===== src/rtl/cobs_serial_rx.sv =====
// cobs_serial_rx: 8N1 UART receiver feeding a COBS decoder with a one-entry output slot.
// Define COBS_RX_MAJORITY_EN to vote 3 samples around mid-bit instead of a single sample.
module cobs_serial_rx #(
    parameter int CLKS_PER_BIT = 234
) (
    input  logic       clk,
    input  logic       rst,
    input  logic       rxd,
    input  logic       busy,
    output logic       raw_valid,
    output logic [7:0] raw_data,
    output logic       frame_sync,
    output logic       o_flag,
    output logic [7:0] o_data,
    output logic       frame_err,
    output logic       overrun
);
    localparam int CW = $clog2(CLKS_PER_BIT);
    localparam logic [CW-1:0] HALF = CW'(CLKS_PER_BIT / 2);
    localparam logic [CW-1:0] LAST = CW'(CLKS_PER_BIT - 1);

    typedef enum logic [2:0] {IDLE, START, DATA, STOP, WAIT_HIGH} state_t;

    state_t        r_state;
    logic [1:0]    r_sync;
    logic [1:0]    r_win;
    logic [CW-1:0] r_clk;
    logic [2:0]    r_bit;
    logic [7:0]    r_shift;
    logic [7:0]    r_cnt;
    logic          r_zpend;
    logic          r_hold_valid;
    logic [7:0]    r_hold_data;
    logic          w_rx;
    logic          w_bit;
    logic          w_zero;
    logic          w_code;
    logic          w_emit;
    logic [7:0]    w_emit_data;

    assign w_rx = r_sync[1];
    // Decisions land one cycle after mid-bit so both builds share identical strobe timing.
`ifdef COBS_RX_MAJORITY_EN
    assign w_bit = (r_win[1] & r_win[0]) | (r_win[1] & w_rx) | (r_win[0] & w_rx);
`else
    assign w_bit = r_win[0];
`endif

    always_ff @(posedge clk) begin
        if (!rst) begin
            r_sync    <= 2'b11;
            r_win     <= 2'b11;
            r_state   <= IDLE;
            r_clk     <= '0;
            r_bit     <= '0;
            r_shift   <= '0;
            raw_valid <= 1'b0;
            raw_data  <= '0;
            frame_err <= 1'b0;
        end else begin
            r_sync    <= {r_sync[0], rxd};
            r_win     <= {r_win[0], w_rx};
            raw_valid <= 1'b0;
            frame_err <= 1'b0;
            r_clk     <= r_clk + 1'b1;
            case (r_state)
                IDLE: begin
                    r_clk <= '0;
                    if (r_win[0] && !w_rx) r_state <= START;
                end
                START: if (r_clk == HALF) begin
                    r_clk   <= '0;
                    r_state <= w_bit ? IDLE : DATA;
                end
                DATA: if (r_clk == LAST) begin
                    r_clk   <= '0;
                    r_shift <= {w_bit, r_shift[7:1]};
                    r_bit   <= r_bit + 1'b1;
                    if (r_bit == 3'd7) r_state <= STOP;
                end
                STOP: if (r_clk == LAST) begin
                    r_clk     <= '0;
                    raw_valid <= w_bit;
                    frame_err <= !w_bit;
                    if (w_bit) raw_data <= r_shift;
                    r_state   <= w_bit ? IDLE : WAIT_HIGH;
                end
                WAIT_HIGH: if (w_rx) r_state <= IDLE;
                default: r_state <= IDLE;
            endcase
        end
    end

    assign w_zero      = raw_data == 8'h00;
    assign w_code      = r_cnt == 8'h00;
    assign w_emit      = raw_valid && !w_zero && (!w_code || r_zpend);
    assign w_emit_data = w_code ? 8'h00 : raw_data;

    always_ff @(posedge clk) begin
        if (!rst) begin
            r_cnt        <= '0;
            r_zpend      <= 1'b0;
            r_hold_valid <= 1'b0;
            r_hold_data  <= '0;
            frame_sync   <= 1'b0;
            overrun      <= 1'b0;
            o_flag       <= 1'b0;
            o_data       <= '0;
        end else begin
            frame_sync <= raw_valid && w_zero;
            overrun    <= w_emit && r_hold_valid;
            o_flag     <= r_hold_valid && !busy;
            if (r_hold_valid && !busy) begin
                o_data       <= r_hold_data;
                r_hold_valid <= 1'b0;
            end
            if (w_emit && !r_hold_valid) begin
                r_hold_valid <= 1'b1;
                r_hold_data  <= w_emit_data;
            end
            if (raw_valid) begin
                r_cnt   <= w_zero ? 8'h00 : (w_code ? raw_data - 8'h01 : r_cnt - 8'h01);
                r_zpend <= w_zero ? 1'b0 : (w_code ? raw_data != 8'hFF : r_zpend);
            end
        end
    end
endmodule


===== config.mk =====
export PLATFORM = sky130hd
export DESIGN_NAME = cobs_serial_rx
export DESIGN_NICKNAME = d
export VERILOG_FILES = /design/src/rtl/cobs_serial_rx.sv
export SDC_FILE = /design/constraint.sdc
export NUM_CORES = 1
export LEC_CHECK = 0
export CAP_MARGIN = 20
export CORE_UTILIZATION = 29
export DETAILED_ROUTE_END_ITERATION = 8
export PLACE_DENSITY_LB_ADDON = 0.12
export SLEW_MARGIN = 20
export SYNTH_ARGS = -nofsm -noshare
export SYNTH_HDL_FRONTEND = slang
export SYNTH_SLANG_ARGS = --single-unit

===== constraint.sdc =====
create_clock -name clk -period 6.2 [get_ports clk]
set_input_delay 1.24 -clock clk [delete_from_list [all_inputs] [get_ports clk]]
set_output_delay 1.24 -clock clk [all_outputs]
set_load 0.01 [all_outputs]

==> key figures <==
Layout
  • Most common cell after layout, fill and taps aside: dfxtp_1
  • N_diodes: 0
  • FF+latch area: 1280 um2
  • Nets: 341
  • Area grow syn2layout: 16.0%
  • Filler Cell Count: 1,042
  • Area taken by multi-input logic gates: 1520 um2
  • Most frequent cells in the layout: dfxtp_1 (64), nand2_1 (41), clkdlybuf4s50_1 (23)
  • Layout cells sized above 1: 0.0950

Min path
  • WHS Path Cells: 1
  • Hold Path Class: flip-flop to flip-flop

Placed design
  • Post-DP HPWL: 4340 um
  • IO buf count: 24
  • Gpl congestion: 0.787
  • Dpl ws: 3.39 ns

Synth
  • Syn_area_per_cell: 9.30 um2
  • Sequential area share after synthesis: 0.439
  • Post-synth EDFFs: 0
  • YS warnings: 0
  • Post-synthesis register bit count: 64
  • Cell variety after synth: 57
  • Gate Count Post-Synth: 314
  • Cell Area, Synth: 2920 um2
  • Ys flop type: dfxtp_1
  • Syn_nets: 323
  • Ys async rst share: 0

Floorplanning
  • Die area: 10,500 um2
  • Starting Density: 0.299
  • Die width: 102 um
  • I/O pin count: 25
  • Row Count: 36
  • Die H: 102 um
  • Core area: 9770 um2

Detailed routing
  • Vias post-DR: 2,262
  • Per-cell routed wire length: 13.4 um
  • DRC viols: 0
  • Antenna viol nets, final: 0
  • Vias/cell: 4.81
  • Final wirelength: 6310 um
  • First drt pass iteration count: 4
  • Number of DRC markers in iteration 0: 59

Setup path
  • Slowest-stage cell, CP: dfxtp_1
  • CP Data Arrival Time: 1.61 ns
  • CP Data Required Time: 4.96 ns
  • Crit Path Class: flip-flop to primary output
  • Cell chain of the critical path: clkdlybuf4s50_1
  • Crit path max-delay family: flip-flops
  • CP bufs+invs: 1
  • Max stage delay on crit path: 0.64 ns
  • Critical path depth: 1
  • Worst reg-to-reg path cell count: 9
  • CP startpoint kind: flip-flop
  • Worst setup EP type: primary output
  • Crit Path Max Fanout: 13

STA
  • Tmin final: 2.85 ns
  • Worst slew pin tran: 0.712 ns
  • Clock skew: 0.00978 ns
  • Rel. slew slack: 0.526
  • Final Hold Fails: 0
  • Final period util: 0.460
  • RSZ-0062 raised after global routing: false
  • Hold slack: 0.416 ns
  • Setup WS post-layout: 3.35 ns
  • Max-slew violations: 0
  • Final Setup Violations: 0
  • Fmax: 0.350 GHz
  • Setup TNS: 0 ns

Clock tree
  • Clock sink count: 64
  • CTS tree: built
  • Post-CTS Setup Inserts: 0
  • Htree depth: 3
  • Post-CTS Resized: 0
  • Hold-fix buffers, CTS: 0
  • Clock root buffer master: clkbuf_8
  • CTS buffer count: 9
  • Clock slew at reported path FFs: 0.07 ns
  • Worst skew pair latency: 0.34 ns
  • Longest Clk Path Bufs: 2

Flow run
  • Max-Cap Viols: 0

Global routing
  • Largest net degree at the start of global routing: 39
  • Vias in the first global route: 2,158
  • GRT Residual Overflow: 0
  • Initial antenna violation count: 0
  • First-pass GRT wire length: 10,600 um
  • Tot GR Track Use: 0.133

Pwr
  • PD cells: 218 nW/um2
  • Leakage: 1.21 nW
  • Total chip power: 0.737 mW
  • Peak supply drop: 120 uV

Run status
  • Status: finished, final reports clean
## cells by family (layout without fill, tap and decap cells)
| kind of cell | after synthesis | count (layout) | synth area share |
|---|---|---|---|
| AOI/OAI and AO/OA | 54 | 54 | 0.130 |
| xor gates and xnor gates | 8 | 8 | 0.0240 |
| adders and majority gates | 5 | 5 | 0.0214 |
| buffers and inverters | 22 | 45 | 0.0416 |
| DFF | 64 | 64 | 0.439 |
| muxes | 21 | 21 | 0.0724 |
| and+or+nand+nor | 140 | 140 | 0.272 |
## state kept, by name, summed over array words and instances, names as in the netlist, 2 cells and up
register,flops
o_data,8
r_bit,3
r_clk,8
r_cnt,8
r_hold_data,8
r_shift,8
r_state,3
r_sync,2
raw_data,8
## Yosys cell counts (all sizes together) (8+ instances only)
cell type | number | area share
nor2b | 15 | 0.032
nor2 | 24 | 0.034
mux2i | 20 | 0.069
a21boi | 13 | 0.033
dfxtp | 64 | 0.44
o21ai | 9 | 0.015
o31ai | 9 | 0.025
nand2 | 41 | 0.053
buf | 8 | 0.024
nor3 | 9 | 0.021
a21oi | 9 | 0.015
clkbuf | 10 | 0.013
nand3 | 17 | 0.043
## metrics by stage
stage	instances	util	cell area [um2]
5_1_grt	470	0.347	3390
2_1_floorplan	314	-	2920
3_5_place_dp	454	0.330	3220
4_1_cts	470	0.347	3390
3_3_place_gp	454	0.330	3220
6_report	470	0.347	3390
## report_power, final
part           internal [mW]  total, mW  leakage (nW)  switching, mW
Clock                  0.154      0.309        0.0899          0.155
Sequential             0.412      0.414         0.516        0.00156
Combinational        0.00572     0.0148         0.602        0.00904
Total                  0.572      0.737          1.21          0.166
## layer usage
layer / global-route usage / wire, um / vias up
li1: - / - / 1147
met2: 0.217 / 2890 / 32
met1: 0.165 / 3110 / 1076
met3: 0.0458 / 234 / 7
met4: 0.0396 / 72 / 0
met5: 0 / 0 / -
## final cells by class
class / instances / share of cell area
Multi-Input combinational cell: 228 / 0.448
Sequential cell: 64 / 0.378
Timing Repair Buffer: 25 / 0.0717
Tap cell: 133 / 0.0491
Clock buffer: 12 / 0.0429
Clock inverter: 4 / 0.00591
Inverter: 4 / 0.00443
## path summary, 6_finish.rpt
check / startpoint / to / slack [ns]
hold reg to reg: r_sync[0] / r_sync[1] / 0.42
hold / removal: r_sync[0] / r_sync[1] / 0.42
setup / recovery: raw_valid / raw_valid / 3.35
setup reg to reg: r_cnt[4] / r_cnt[6] / 3.35
Note: power is estimated with default switching activity, not from simulation.
